### src/rtl/jk_count_seq.sv
// Command sequencer for a bank of JK flip-flop cells: computes per-cell J/K
// excitation from bank feedback and tracks the expected bank state.
module jk_count_seq #(
  parameter int unsigned WIDTH     = 4,
  parameter int unsigned MAX_COUNT = 9
) (
  input  logic             clk,
  input  logic             reset,
  input  logic             start,
  input  logic [1:0]       mode,
  input  logic [WIDTH-1:0] load_val,
  input  logic [7:0]       steps,
  input  logic [WIDTH-1:0] q_fb,
  output logic [WIDTH-1:0] j,
  output logic [WIDTH-1:0] k,
  output logic             busy,
  output logic             done,
  output logic             tc,
  output logic             err
);

  typedef enum logic [1:0] {IDLE, RUN, DONE} state_t;
  typedef enum logic [1:0] {CMD_UP, CMD_DOWN, CMD_LOAD, CMD_CLR} cmd_t;

  localparam logic [WIDTH-1:0] MAXV = WIDTH'(MAX_COUNT);

  state_t           state, state_nx;
  cmd_t             cmd_mode;
  logic [WIDTH-1:0] cmd_val;
  logic [7:0]       remaining;
  logic [WIDTH-1:0] exp_q;
  logic             exp_valid;
  logic             tc_q;
  logic             err_q;
  logic [WIDTH-1:0] nxt;
  logic             wrap;

  // Next bank value is derived from live feedback, not from exp_q, so the
  // sequencer re-synchronises to whatever the bank actually holds.
  always_comb begin
    nxt  = '0;
    wrap = 1'b0;
    case (cmd_mode)
      CMD_UP: begin
        nxt  = (q_fb >= MAXV) ? '0 : q_fb + 1'b1;
        wrap = (q_fb == MAXV);
      end
      CMD_DOWN: begin
        nxt  = (q_fb == '0 || q_fb > MAXV) ? MAXV : q_fb - 1'b1;
        wrap = (q_fb == '0);
      end
      CMD_LOAD: nxt = cmd_val;
      default:  nxt = '0;
    endcase
  end

  always_comb begin
    state_nx = state;
    j        = '0;
    k        = '0;
    busy     = 1'b0;
    done     = 1'b0;
    case (state)
      IDLE: begin
        if (start) begin
          if (mode[1] || steps != 8'd0) state_nx = RUN;
          else                          state_nx = DONE;
        end
      end
      RUN: begin
        busy = 1'b1;
        j    = ~q_fb & nxt;
        k    = q_fb & ~nxt;
        if (remaining == 8'd1) state_nx = DONE;
      end
      DONE: begin
        done     = 1'b1;
        state_nx = IDLE;
      end
      default: state_nx = IDLE;
    endcase
  end

  always_ff @(posedge clk or posedge reset) begin
    if (reset) begin
      state     <= IDLE;
      cmd_mode  <= CMD_UP;
      cmd_val   <= '0;
      remaining <= '0;
      exp_q     <= '0;
      exp_valid <= 1'b0;
      tc_q      <= 1'b0;
      err_q     <= 1'b0;
    end else begin
      state <= state_nx;
      tc_q  <= 1'b0;
      case (state)
        IDLE: begin
          exp_valid <= 1'b0;
          if (start) begin
            cmd_mode  <= cmd_t'(mode);
            cmd_val   <= load_val;
            err_q     <= 1'b0;
            remaining <= mode[1] ? 8'd1 : steps;
          end
        end
        RUN: begin
          remaining <= remaining - 8'd1;
          exp_q     <= nxt;
          exp_valid <= 1'b1;
          tc_q      <= wrap;
          if ((exp_valid && q_fb != exp_q) || q_fb > MAXV) err_q <= 1'b1;
        end
        DONE: begin
          if (exp_valid && q_fb != exp_q) err_q <= 1'b1;
          exp_valid <= 1'b0;
        end
        default: ;
      endcase
    end
  end

  assign tc  = tc_q;
  assign err = err_q;

endmodule

### config.mk
export PLATFORM = sky130hd
export DESIGN_NAME = jk_count_seq
export DESIGN_NICKNAME = d
export VERILOG_FILES = /design/src/rtl/jk_count_seq.sv
export SDC_FILE = /design/constraint.sdc
export NUM_CORES = 1
export LEC_CHECK = 0
export ABC_AREA = 1
export CAP_MARGIN = 40
export CORE_MARGIN = 10
export CORE_UTILIZATION = 45
export CTS_BUF_LIST = sky130_fd_sc_hd__clkbuf_8
export DETAILED_ROUTE_END_ITERATION = 10
export MAX_ROUTING_LAYER = met4
export PLACE_DENSITY = 0.76
export SYNTH_ARGS = -nofsm -noshare
export SYNTH_HDL_FRONTEND = slang
export SYNTH_SLANG_ARGS = --single-unit
### constraint.sdc
create_clock -name clk -period 1.6 [get_ports clk]
set_clock_uncertainty 0.05 [all_clocks]
set_input_delay 0.32 -clock clk [delete_from_list [all_inputs] [get_ports clk]]
set_output_delay 0.32 -clock clk [all_outputs]
set_load 0.05 [all_outputs]
After elaboration in Yosys (flattened, before gate mapping)
Index checks and enable logic that the tools add are counted.
W data, S select, Z words.
{"block": "classes", "eq_ne": 11, "mux": 21, "reduce_logical": 16, "n_bitwise": 4, "n_addsub": 3, "magnitude_cmp": 2}
{"operator": "$mux W4", "n": 4}
{"operator": "$mux W8", "n": 2}
{"operator": "$pmux W8 S2", "n": 1}
{"operator": "$pmux W4 S3", "n": 1}
{"operator": "$and A4 B4 Y4", "n": 2}
{"operator": "$eq A8 B1 Y1 const B", "n": 1}
{"operator": "$ne A2 B2 Y1 const B", "n": 4}
{"operator": "$not A4 Y4", "n": 2}
{"operator": "$reduce_bool A8 Y1", "n": 1}
{"operator": "$sub A8 B1 Y8 const B", "n": 1}
{"operator": "$mux W1", "n": 6}
{"operator": "$mux W2", "n": 3}
{"operator": "$reduce_and A2 Y1", "n": 3}
{"operator": "$add A4 B1 Y4 const B", "n": 1}
{"operator": "$eq A2 B1 Y1 const B", "n": 2}
{"operator": "$eq A2 B2 Y1 const B", "n": 2}
{"operator": "$eq A4 B4 Y1 const B", "n": 1}
{"operator": "$ge A4 B4 Y1 const B", "n": 1}
{"operator": "$gt A4 B4 Y1 const B", "n": 1}
{"operator": "$logic_not A2 Y1", "n": 2}
{"operator": "$logic_not A4 Y1", "n": 1}
{"operator": "$ne A4 B4 Y1", "n": 1}
{"operator": "$pmux W1 S2", "n": 2}
{"operator": "$pmux W2 S2", "n": 1}
{"operator": "other kinds (8)", "n": 11}
{"block": "word_totals", "word_cells": 65, "reg_bits": 23, "inputBits": 21}

Logic depth before layout (Yosys ltp)
Gate-level depths: netlist of the first run.
{"block": "logic_depth", "ltp_word": 7, "ltp_mapped": 11, "depth_no_buf": 10}

Least setup slack after synthesis of the first run
OpenSTA, ideal clock, no wires.
{"block": "synth_timing", "kind": "register to output", "startpoint": "register state[1]", "endpoint": "output k[0]", "stages_incl_launch_ff": 6, "path_slack_ns": -1.275, "arrival_ns": 2.505, "path_cell_list": "dfrtp_1 -> inv_1 -> ha_1 -> inv_2 -> buf_2 -> nor3_1"}
{"block": "synth_between", "elab_chain_cells": 2}
{"element": "start: declaration", "line": "27", "text": "state_t state, state_nx;"}
{"element": "start signal: assignment", "line": "95", "text": "state <= state_nx;"}
{"element": "$eq A2 B1 Y1", "line": "63", "text": "case (state)"}
{"element": "$mux W4", "line": "63"}
{"element": "end: declaration", "line": "15", "text": "output logic [WIDTH-1:0] k,"}
No other way between the ends.

Final worst setup path of the first run
{"block": "layout_timing", "startpoint": "input q_fb[1]", "endpoint": "output k[0]"}
{"block": "layout_between", "elab_chain_cells": 7, "elab_cells_between_ends": 10, "classes_between": "order compare: 2; mux: 4; bitwise: 2; reduce/logical: 2"}
{"element": "start: declaration", "line": "13", "text": "input logic [WIDTH-1:0] q_fb,"}
{"element": "$gt A4 B4 Y1 or $logic_not A4 Y1 (tied branches)", "line": "49", "text": "nxt = (q_fb == '0 || q_fb > MAXV) ? MAXV : q_fb - 1'b1;"}
{"element": "$logic_or A1 B1 Y1", "line": "49"}
{"element": "$mux W4", "line": "49"}
{"element": "$pmux W4 S3 (*)", "line": "43", "text": "case (cmd_mode)"}
{"element": "$not A4 Y4 (*)", "line": "73", "text": "k = q_fb & ~nxt;"}
{"element": "$and A4 B4 Y4 (*)", "line": "73"}
{"element": "$mux W4 (*)", "line": "63"}
Mark *: on every way between the ends. The rest lies on a longest branch, timed or not.

==> results of run 1 <==
## flip-flops by register name, indices dropped and copies added, names as in the netlist
name	count
remaining	8
cmd_val	4
exp_valid	1
err	1
cmd_mode	2
tc	1
state	2
exp_q	4
## power breakdown
part | leakage [nW] | switching (mW) | internal (mW) | total, mW
logic | 0.940 | 1.69 | 1.36 | 3.05
clock network | 0.0269 | 0.183 | 0.171 | 0.355
registers | 0.290 | 0.187 | 0.833 | 1.02
## stage by stage
step                      setup slack, ns  utilization, %  cells  area, um^2
after global placement             -0.889            67.7    327        2460
after floorplan                    -0.352               -    224        1790
after global routing               -0.445            76.4    345        2780
final                              -0.381            76.4    345        2780
after CTS                          -0.381            72.7    340        2640
after detailed placement           -0.906            67.7    327        2460
## cell type report
type | instances | share of cell area [%]
Multi-Input combinational cell | 173 | 43.7
Clock buffer | 3 | 1.49
Tap cell | 48 | 2.16
Inverter | 23 | 3.74
Sequential cell | 23 | 20.7
Timing Repair Buffer | 74 | 28.0
Clock inverter | 1 | 0.135
## cell usage after synthesis (6+ instances only)
cell     number  share of area, %
nand2_1      59                13
dfrtp_1      23                34
inv_1        20               4.5
nand3_1      19               5.7
nor2_1       17               3.8
ha_1          9               6.7
o21ai_0       9               2.7
o21ai_1       9               2.7
a21oi_1       6               1.8
nand2_2       6               2.2
nor2_2        6               2.2
## cell families after synthesis
group,share of synthesized area [%]
and+or+nand+nor,35.8
AOI/OAI and AO/OA,12.6
buffers and inverters,7.85
DFF,34.4
adders and majority gates,6.73
xor gates and xnor gates,2.62
## critical path, stage by stage
cell,delay (ns)
buf_8,0.08
clkinvlp_4,0.12
ha_4,0.21
nand2_8,0.10
nor2_4,0.05
inv_2,0.06
nand3_2,0.07
nand2_2,0.10
nand3_4,0.09
nor3_4,0.24
buf_12,0.17
## path summary, 6_finish.rpt
check / from / end
setup / recovery: q_fb[1] / k[0]
hold / removal: reset / exp_q[2]
setup reg to reg: state[0] / state[0]
hold reg to reg: exp_valid / exp_valid
max in group asynchronous: reset / state[0]
min in group clk: exp_valid / exp_valid
## per-layer routing
metal	up-vias	track usage, %	routed length [um]
met2	52	27.9	2600
met1	828	17.4	2040
met4	0	5.71	157
met5	-	-	0
li1	883	-	-
met3	15	2.21	187
## timing repair
| item | CTS | global route |
|---|---|---|
| buffers inserted | 9 | 6 |
| endpoints found under the setup margin | 15 | 25 |
| gates resized for setup | 37 | 27 |
| pin swaps | 12 | 10 |
==> results.tsv, run 1 <==
metric	value	unit
status	complete, but fails checks	
violations	setup timing	
reg2reg_depth	7	
async_flop_share	100	%
drive_gt1_share	40.4	%
die_h	81.0	um
insertion_delay	0.26	ns
grt_usage	15.7	%
grt.overflow.total	0	
clk_pin_slew	0.08	ns
cp-start-kind	primary input	
synth-edff-count	0	
rrSetupSlack	0.04	ns
syn_area_per_cell	7.47	um^2
drt_first_pass_iters	4	
drc	0	
p_leak	1.26	nW
portBuffers	32	
power	4.43	mW
peakVddDrop	0.000986	V
wire_per_inst	14.4	um
most-common-layout-cells	52 x nand2_1, 37 x buf_4, 23 x dfrtp_1	
core_area	3630	um^2
final_max_slew_viol_count	0	
tightestPinTransition	0.410	ns
via_count	1778	
clkSinkCount	23	
layout_min_cycle_time	1.98	ns
cts_tree	yes	
netlist_area	1670	um^2
powerDensity	1600	nW/um^2
dieWidth	81.0	um
fin_ws	-0.381	ns
grt_max_degree	24	
synth_nets	254	
placementRows	22	
syn_to_final_growth	65.9	%
totalWireLength	4.98	mm
cp_max_fo	4	
fin_crit_sh	124	%
worstSetupEndpointType	primary output	
synthCells	224	
regArea	576	um^2
cts_buffers	3	
io_pins	33	
fmax	0.505	GHz
holdCritPathClass	in -> async	
synth.distinct_cells	33	
root_buffer	clkbuf_8	
critical_path_class	in -> out	
hpwl	3.79	mm
dr.first_iter.drc_count	99	
fill_cells	261	
yosysSeqAreaShare	34.4	%
cts_hold_buffers	0	
htreeDepth	1	
setup_viol	9	
rsz0062_at_grt	true	
antenna_found_initial	0	
max_cap_violations	0	
antenna_left	0	
synth_flop_cell	dfrtp_1	
cts_buffer_depth	2	
start_util	46.0	%
cp.arrival	1.61	ns
final_common_cell	nand2_1	
grt_pass1_vias	1764	
viasPerCell	5.15	
holdWs	0.354	ns
final_nets	328	
ys_warn_count	0	
antennaDiodeCount	0	
setup_tns	-2.74	ns
relSlewSlack	72.5	%
die_area	6560	um^2
gp_congestion	0.969	
yosys_register_bits	23	
multiInputGateArea	1210	um^2
hold_viol_final	0	
grt_first_pass_wirelength	8.07	mm
required	1.23	ns
Power figures use the tool's default switching activity.
==> inputs of run 2 (changes only) <==
- PLACE_DENSITY: 0.76 -> 0.79
==> results.tsv, run 2 (same netlist as run 1, synthesis figures left out) <==
metric	value	unit	change
r2r_end	remaining[3]		
grt_max_degree	24		unchanged
power	4.39	mW	-0.98%
final_common_cell	nand2_1		
fmax	0.500	GHz	-0.98%
htreeDepth	1		unchanged
cts_buffer_depth	2		unchanged
most-common-layout-cells	54 x nand2_1, 37 x buf_4, 23 x dfrtp_1		
cts_hold_buffers	0		unchanged
holdCritPathClass	in -> async		
reg2reg_depth	8		+1
syn_to_final_growth	62.8	%	
cp_max_fo	3		-1
hpwl	3.75	mm	-1.1%
rr_startpoint	state[1]		
antenna_found_initial	0		unchanged
critical_path_class	reg -> out		
die_area	6560	um^2	unchanged
largest_register_ffs	8		unchanged
p_leak	1.25	nW	-0.94%
net-switching-power	2.02	mW	-2.0%
worstSetupStartpoint	cmd_mode[0]		
post_dp_cell_area	2450	um^2	-0.51%
core_area	3630	um^2	unchanged
max_cap_violations	0		unchanged
crit_path_end	j[1]		
dr.first_iter.drc_count	93		-6.1%
holdWs	0.331	ns	-0.0227 ns
powerDensity	1610	nW/um^2	+0.93%
die_h	81.0	um	unchanged
antenna_left	0		unchanged
comb_power_share	68.8	%	-0.2 points
peakVddDrop	0.000984	V	-0.18%
grt.overflow.total	0		unchanged
layoutNonFillerInstCount	344		-0.29%
cts_tree	yes		
fin_crit_sh	125	%	+1.2 points
rsz0062_at_grt	true		
cp-start-kind	register		
final_area	2720	um^2	-1.9%
placed_cells	327		unchanged
place_ws	-0.908	ns	-0.00209 ns
clk_pin_slew	0.08	ns	about the same
dieWidth	81.0	um	unchanged
wire_per_inst	14.3	um	-1.0%
regMostFlops	remaining		
sw_frac_of_total	46.0	%	-0.50 points
insertion_delay	0.27	ns	about the same
clock_power_share	8.1	%	about the same
setup_viol	9		unchanged
drive_gt1_share	37.8	%	-2.6 points
layout_min_cycle_time	2.00	ns	+0.0195 ns
drt_first_pass_iters	4		unchanged
final_nets	327		-0.30%
portBuffers	32		unchanged
worstSetupEndpointType	primary output		
fin_ws	-0.400	ns	-0.0195 ns
cp.arrival	1.63	ns	+0.02 ns
io_pins	33		unchanged
root_buffer	clkbuf_8		
violations	setup timing		
seqPwrFrac	23.1	%	about the same
final_max_slew_viol_count	0		unchanged
totalWireLength	4.92	mm	-1.3%
drc	0		unchanged
cts_buffers	3		unchanged
status	complete, but fails checks		
clkSinkCount	23		unchanged
relSlewSlack	71.2	%	-1.2 points
start_util	46.0	%	unchanged
placementRows	22		unchanged
via_count	1771		-0.39%
grt_pass1_vias	1824		+3.4%
antennaDiodeCount	0		unchanged
viasPerCell	5.15		-0.10%
intPower	2.37	mW	about the same
gp_congestion	0.937		-3.3%
layout_top_registers	remaining (8), cmd_val (4), exp_q (4)		
rrSetupSlack	0.07	ns	+0.03 ns
hold_viol_final	0		unchanged
grt_usage	16.5	%	+0.78 points
grt_first_pass_wirelength	8.40	mm	+4.1%
required	1.23	ns	about the same
tightestPinTransition	0.429	ns	+0.0185 ns
==> run 2: changes by cell type in the layout (fill, tap and decap cells not counted), moves of 2 or more <==
| cell | change |
|---|---|
| a22oi_1 | +3 |
| a22oi_2 | -3 |
| nand2_1 | +2 |
| a21oi_1 | +2 |
| nand2_2 | -2 |
| a21oi_2 | -2 |
==> run 2: power groups by stage <==
stage	Sequential, mW	Combinational [mW]	Clock [mW]
finish	1.01	3.02	0.355
floorplan	1.02	1.61	0
detailed placement	1.03	2.57	0
global placement	1.02	2.53	0
global route	1.04	3.27	0.389
CTS	1.01	2.90	0.366
==> run 2: what timing repair did <==
action,4_1_cts,5_1_grt
resized for setup,39,16
setup endpoints to repair,19,14
setup buffers,12,1
pin swaps,11,7
==> run 2: critical path: stages (launching register included) <==
cell,delay [ns]
dfrtp_1,0.40
nor2_2,0.17
nand2_2,0.10
a21oi_4,0.17
nand2_1,0.09
nand3_2,0.12
nand2_2,0.08
nor2_4,0.10
buf_12,0.14
==> run 2: stage by stage <==
step / setup TNS, ns / util, %
after detailed placement: -9.14 / 67.3
after global placement: -8.69 / 67.3
after CTS: -2.91 / 73.7
final: -2.94 / 74.9
after global routing: -3.67 / 74.9
after floorplan: -2.04 / -
==> run 2: cell type report <==
class / instances / area (um^2)
flip-flops and latches: 23 / 576
fillers: 259 / 911
clock buffers: 3 / 41.3
well taps: 48 / 60.1
multi-input cells: 173 / 1170
clock inverters: 1 / 3.75
repair buffers: 73 / 761
inverters: 23 / 106
==> run 2: how the worst min path moves through the flow <==
stage / startpoint / end / slack, ns / depth (start not counted)
floorplan: reset / cmd_mode[0] / 0.27 / 1
global placement: exp_valid / exp_valid / 0.41 / 2
detailed placement: cmd_val[2] / cmd_val[2] / 0.42 / 2
CTS: reset / exp_q[2] / 0.34 / 3
global route: reset / state[1] / 0.40 / 3
finish: reset / exp_q[2] / 0.33 / 3
==> run 2: layer usage <==
layer  GRT usage (%)  share of wire [%]
met5               -                  0
met4            6.06                2.1
met3            2.87                3.9
met2            29.1                 53
met1            18.0                 41
==> inputs of run 3 (changes only) <==
- SKIP_LAST_GASP: unset -> 1
==> results.tsv, run 3 (same netlist as run 1, synthesis figures left out) <==
metric	value	unit	change
start_util	46.0	%	unchanged
grt_usage	16.5	%	unchanged
setup_viol	9		unchanged
totalWireLength	4.90	mm	-0.35%
fin_ws	-0.392	ns	+0.00840 ns
viasPerCell	5.09		-1.1%
regMostFlops	remaining		
fill_cells	259		unchanged
insertion_delay	0.27	ns	about the same
grt_first_pass_wirelength	8.40	mm	unchanged
antenna_left	0		unchanged
core_area	3630	um^2	unchanged
hold_viol_final	0		unchanged
largest_register_ffs	8		unchanged
crit_chain	nor2_2, nand2_2, a21oi_4, nand2_1, nand3_2, nand2_2, nor2_4, buf_12		
final_max_slew_viol_count	0		unchanged
cts_tree	yes		
die_h	81.0	um	unchanged
gp_congestion	0.937		unchanged
max_cap_violations	0		unchanged
violations	setup timing		
drc	0		unchanged
cpMaxStageDelayCell	dfrtp_1		
seqPwrFrac	23.2	%	about the same
dieWidth	81.0	um	unchanged
sw_frac_of_total	45.9	%	-0.12 points
layout_top_registers	remaining (8), cmd_val (4), exp_q (4)		
rsz0062_at_grt	true		
drt_first_pass_iters	4		unchanged
io_pins	33		unchanged
antennaDiodeCount	0		unchanged
critical_path_class	reg -> out		
grt.overflow.total	0		unchanged
via_count	1752		-1.1%
hpwl	3.75	mm	unchanged
clkSinkCount	23		unchanged
required	1.23	ns	about the same
root_buffer	clkbuf_8		
drive_gt1_share	37.2	%	-0.68 points
holdCritPathClass	in -> async		
clk_pin_slew	0.08	ns	about the same
intPower	2.37	mW	about the same
clock_power_share	8.1	%	about the same
cts_buffers	3		unchanged
fmax	0.502	GHz	+0.42%
cp.arrival	1.62	ns	about the same
path_buf_inv	1		unchanged
relSlewSlack	71.9	%	+0.62 points
dr.first_iter.drc_count	108		+16%
grt_pass1_vias	1822		-0.11%
tightestPinTransition	0.420	ns	-0.00919 ns
antenna_found_initial	0		unchanged
htreeDepth	1		unchanged
placementRows	22		unchanged
portBuffers	32		unchanged
post_dp_cell_area	2450	um^2	unchanged
syn_to_final_growth	62.4	%	
cts_hold_buffers	0		unchanged
slowest_delay	0.40	ns	about the same
final_area	2720	um^2	-0.23%
fin_crit_sh	124	%	-0.52 points
critPathTopFamily	simple AND/OR/NAND/NOR gates		
layout_min_cycle_time	1.99	ns	-0.00840 ns
final_common_cell	nand2_1		
net-switching-power	2.01	mW	-0.57%
cts_buffer_depth	2		unchanged
peakVddDrop	0.000984	V	about the same
worstSetupEndpointType	primary output		
holdWs	0.331	ns	+0.000149 ns
cp-start-kind	register		
p_leak	1.24	nW	-0.22%
grt_max_degree	24		unchanged
die_area	6560	um^2	unchanged
final_nets	327		unchanged
powerDensity	1610	nW/um^2	about the same
comb_power_share	68.7	%	about the same
status	complete, but fails checks		
worst_path_most_repeated_cell	nand2_2		
most-common-layout-cells	55 x nand2_1, 37 x buf_4, 23 x dfrtp_1		
cp_max_fo	3		unchanged
wire_per_inst	14.2	um	-0.35%
-- run 3: through the flow --
stage,util [%],setup WS (ns),setup TNS [ns],total power [mW],std cells
final,74.8,-0.392,-2.91,4.37,344
after detailed placement,67.3,-0.908,-9.14,3.60,327
after global routing,74.8,-0.473,-3.72,4.70,344
after global placement,67.3,-0.871,-8.69,3.54,327
after floorplan,-,-0.352,-2.04,2.63,224
after CTS,73.7,-0.396,-2.91,4.28,343
-- run 3: repair_timing --
| item | 4_1_cts | 5_1_grt |
|---|---|---|
| pin swaps | 11 | 4 |
| setup endpoints to repair | 19 | 14 |
| cloned | 0 | 0 |
| gates resized for setup | 39 | 14 |
| buffers inserted | 12 | 1 |
-- run 3: routing by layer --
metal  GRT usage (%)  wire length [um]
met5               -                 0
met4            6.06                96
met3            2.87               191
met2            29.1              2610
met1            18.0              2000
-- run 3: final cells by class --
| type | instances | area, um^2 | area share [%] |
|---|---|---|---|
| repair buffers | 73 | 761 | 28.0 |
| inverters | 23 | 106 | 3.92 |
| flip-flops and latches | 23 | 576 | 21.2 |
| well taps | 48 | 60.1 | 2.21 |
| multi-input cells | 173 | 1170 | 43.0 |
| clock inverters | 1 | 3.75 | 0.138 |
| clock buffers | 3 | 41.3 | 1.52 |
-- run 3: path summary, 6_finish.rpt --
kind,from,endpoint,slack [ns],depth (start not counted)
max reg2reg,state[0],remaining[5],0.07,9
min reg2reg,cmd_val[0],cmd_val[0],0.44,2
max in group asynchronous,reset,remaining[3],0.93,3
min,reset,exp_q[2],0.33,3
min in group clk,q_fb[3],tc,0.43,5
max,cmd_mode[0],j[1],-0.39,8
-- run 3: worst min-delay path, delay by kind of cell --
| family | cells | cell delay [ns] |
|---|---|---|
| buffers and inverters | 3 | 0.73 |
-- run 3: power by group through the flow --
stage,Sequential (mW),Clock (mW),Combinational [mW]
detailed placement,1.03,0,2.57
floorplan,1.02,0,1.61
CTS,1.01,0.366,2.90
global placement,1.02,0,2.53
finish,1.01,0.355,3.00
global route,1.04,0.389,3.27
==> edit, RTL diff (settings of run 3) <==
The parameter `WIDTH` goes from 4 to 3.
--- a/src/rtl/jk_count_seq.sv
+++ b/src/rtl/jk_count_seq.sv
@@ -1,7 +1,7 @@
 // Command sequencer for a bank of JK flip-flop cells: computes per-cell J/K
 // excitation from bank feedback and tracks the expected bank state.
 module jk_count_seq #(
-  parameter int unsigned WIDTH     = 4,
+  parameter int unsigned WIDTH     = 3,
   parameter int unsigned MAX_COUNT = 9
 ) (
   input  logic             clk,
Interface: changed (resized j, k, load_val and q_fb); port bits go from 33 to 29. The function was not compared with the original's and may differ.
==> edit against run 3 <==
- the run still ends with negative setup slack left
- synthesized cell count is 1.3% lower
- total power is 18% higher
- sequential power is essentially flat
- setup slack worse by 0.060 ns
- critical path type is now in -> out
- die area decreased by 7.4%
- synthesized area down 9.7%
- sequential cell count is 2 lower
- clock power about the same
- fmax shrank 2.9%
- final area decreased by 1.3%
- via count rose by 15%
- routed wire length rose by 34%
==> edit: results (changes against run 3) <==
pwr:
  worst_ir_drop_vdd_mv: 1.351  # +37%
  p_leak_nw: 1.295  # +4.2%
detailed_routing:
  drtPass1Iterations: 5  # +1
  drtIter0Drc: 250  # +130%
  vias_per_cell: 5.818  # +14%
placement:
  placed_area_um2: 2170  # -11%
  io_buffer_count: 28  # -13%
  hpwl_mm: 3.258  # -13%
  place.gp.congestion: 0.9109  # -2.7%
setup_path:
  slowest_delay_ns: 0.20  # -0.20 ns
  crit_slowest_cell: "ha_2"
  path_max_fanout: 4  # +1
synth:
  synth-seq-area-share_pct: 34.80  # +0.39 points
  yosys-top-cells-count: "nand2_1, inv_1, dfrtp_1"
  syn-num-nets: 250  # -1.6%
  yosys-top-cells-area: "dfrtp_1, nand2_1, ha_1"
finish:
  final_nets: 333  # +1.8%
  largestRegisters: "remaining: 8 flops, cmd_val: 3 flops, exp_q: 3 flops"
  final_layout_size_suffix_gt1_share_pct: 41.25  # +4.1 points
global_routing:
  grt_pass1_vias: 1784  # -2.1%
  grt_use_total_pct: 16.72  # +0.26 points
  grt_max_degree: 22  # -8.3%
timing:
  worst_slack_ns: -0.4523  # -0.06043 ns
  setup_violations: 16  # +7
  tightest_slew_ns: 0.3443  # -0.07548 ns
run_status:
  status: "complete, but fails checks"
  failed_checks: "negative setup slack"
-- edit: area by class of cell --
class	instances	area (um2)	area share, %
multi-input combinational	165	1057	39.43
timing repair buffer	80	845.8	31.54
sequential	21	525.5	19.60
inverter	32	143.9	5.366
tap	44	55.05	2.053
clock buffer	3	41.29	1.540
timing repair inverter	1	8.758	0.3266
clock inverter	1	3.754	0.1400
-- edit: worst paths after layout --
check	slack (ns)	cells after the start	endpoint	from
min in group clk	0.45	2	cmd_val[1]$_DFFE_PP0P_	cmd_val[1]$_DFFE_PP0P_
worst min register to register	0.45	2	cmd_val[1]$_DFFE_PP0P_	cmd_val[1]$_DFFE_PP0P_
worst max-delay path	-0.45	12	j[2]	q_fb[1]
max in group asynchronous	0.92	3	exp_valid$_DFFE_PP0P_	reset
worst min-delay path	0.35	3	remaining[0]$_DFFE_PP0P_	reset
worst max register to register	-0.13	9	remaining[7]$_DFFE_PP0P_	state[0]$_DFFE_PP0P_
-- edit: metal layers --
layer | track usage, % | wire (um) | vias to the layer above
met2 | 28.11 | 3115 | 177
met4 | 7.527 | 460 | 0
li1 | - | - | 869
met5 | - | 0 | -
met1 | 18.74 | 2412 | 906
met3 | 3.341 | 572 | 67
-- edit: cells by family (layout without fill, tap and decap cells) --
family                     count (synthesis)  in the layout  share of synthesized area, %
DFF                                       21             21                         34.80
AOI/OAI and AO/OA                         26             26                         11.35
adders and majority gates                 10             10                         8.285
and+or+nand+nor                          129            129                         36.29
buffers and inverters                     35            117                         9.280
-- edit: worst min-delay path: stages --
cell	delay [ns]
clkdlybuf4s50_1	0.40
inv_1	0.05
buf_4	0.29
-- edit: power by group through the flow --
stage	combinational, W	clock, W	sequential [W]
finish	0.00379	0.000355	0.00101
global route	0.00399	0.000382	0.00103
CTS	0.00296	0.000355	0.000971
detailed placement	0.00250	0	0.000979
global placement	0.00244	0	0.000969
floorplan	0.00161	0	0.000987
-- edit: metrics by stage --
stage                     instances  hold slack (ns)  total power [W]  worst slack (ns)  utilization [%]
after detailed placement        309           0.4224         0.003479           -0.8197            69.36
after global placement          309           0.4125         0.003410           -0.7615            69.36
after CTS                       331           0.3593         0.004287           -0.3534            78.28
after floorplan                 221           0.2465         0.002596           -0.2253                -
final                           347           0.3501         0.005156           -0.4523            85.72
after global routing            347           0.4222         0.005405           -0.5122            85.72
-- edit: repair_timing --
item | in CTS | in global routing
gates cloned | 0 | 2
pin swaps | 12 | 12
gates resized for setup | 40 | 28
setup endpoints to repair | 12 | 19
setup buffers | 18 | 14
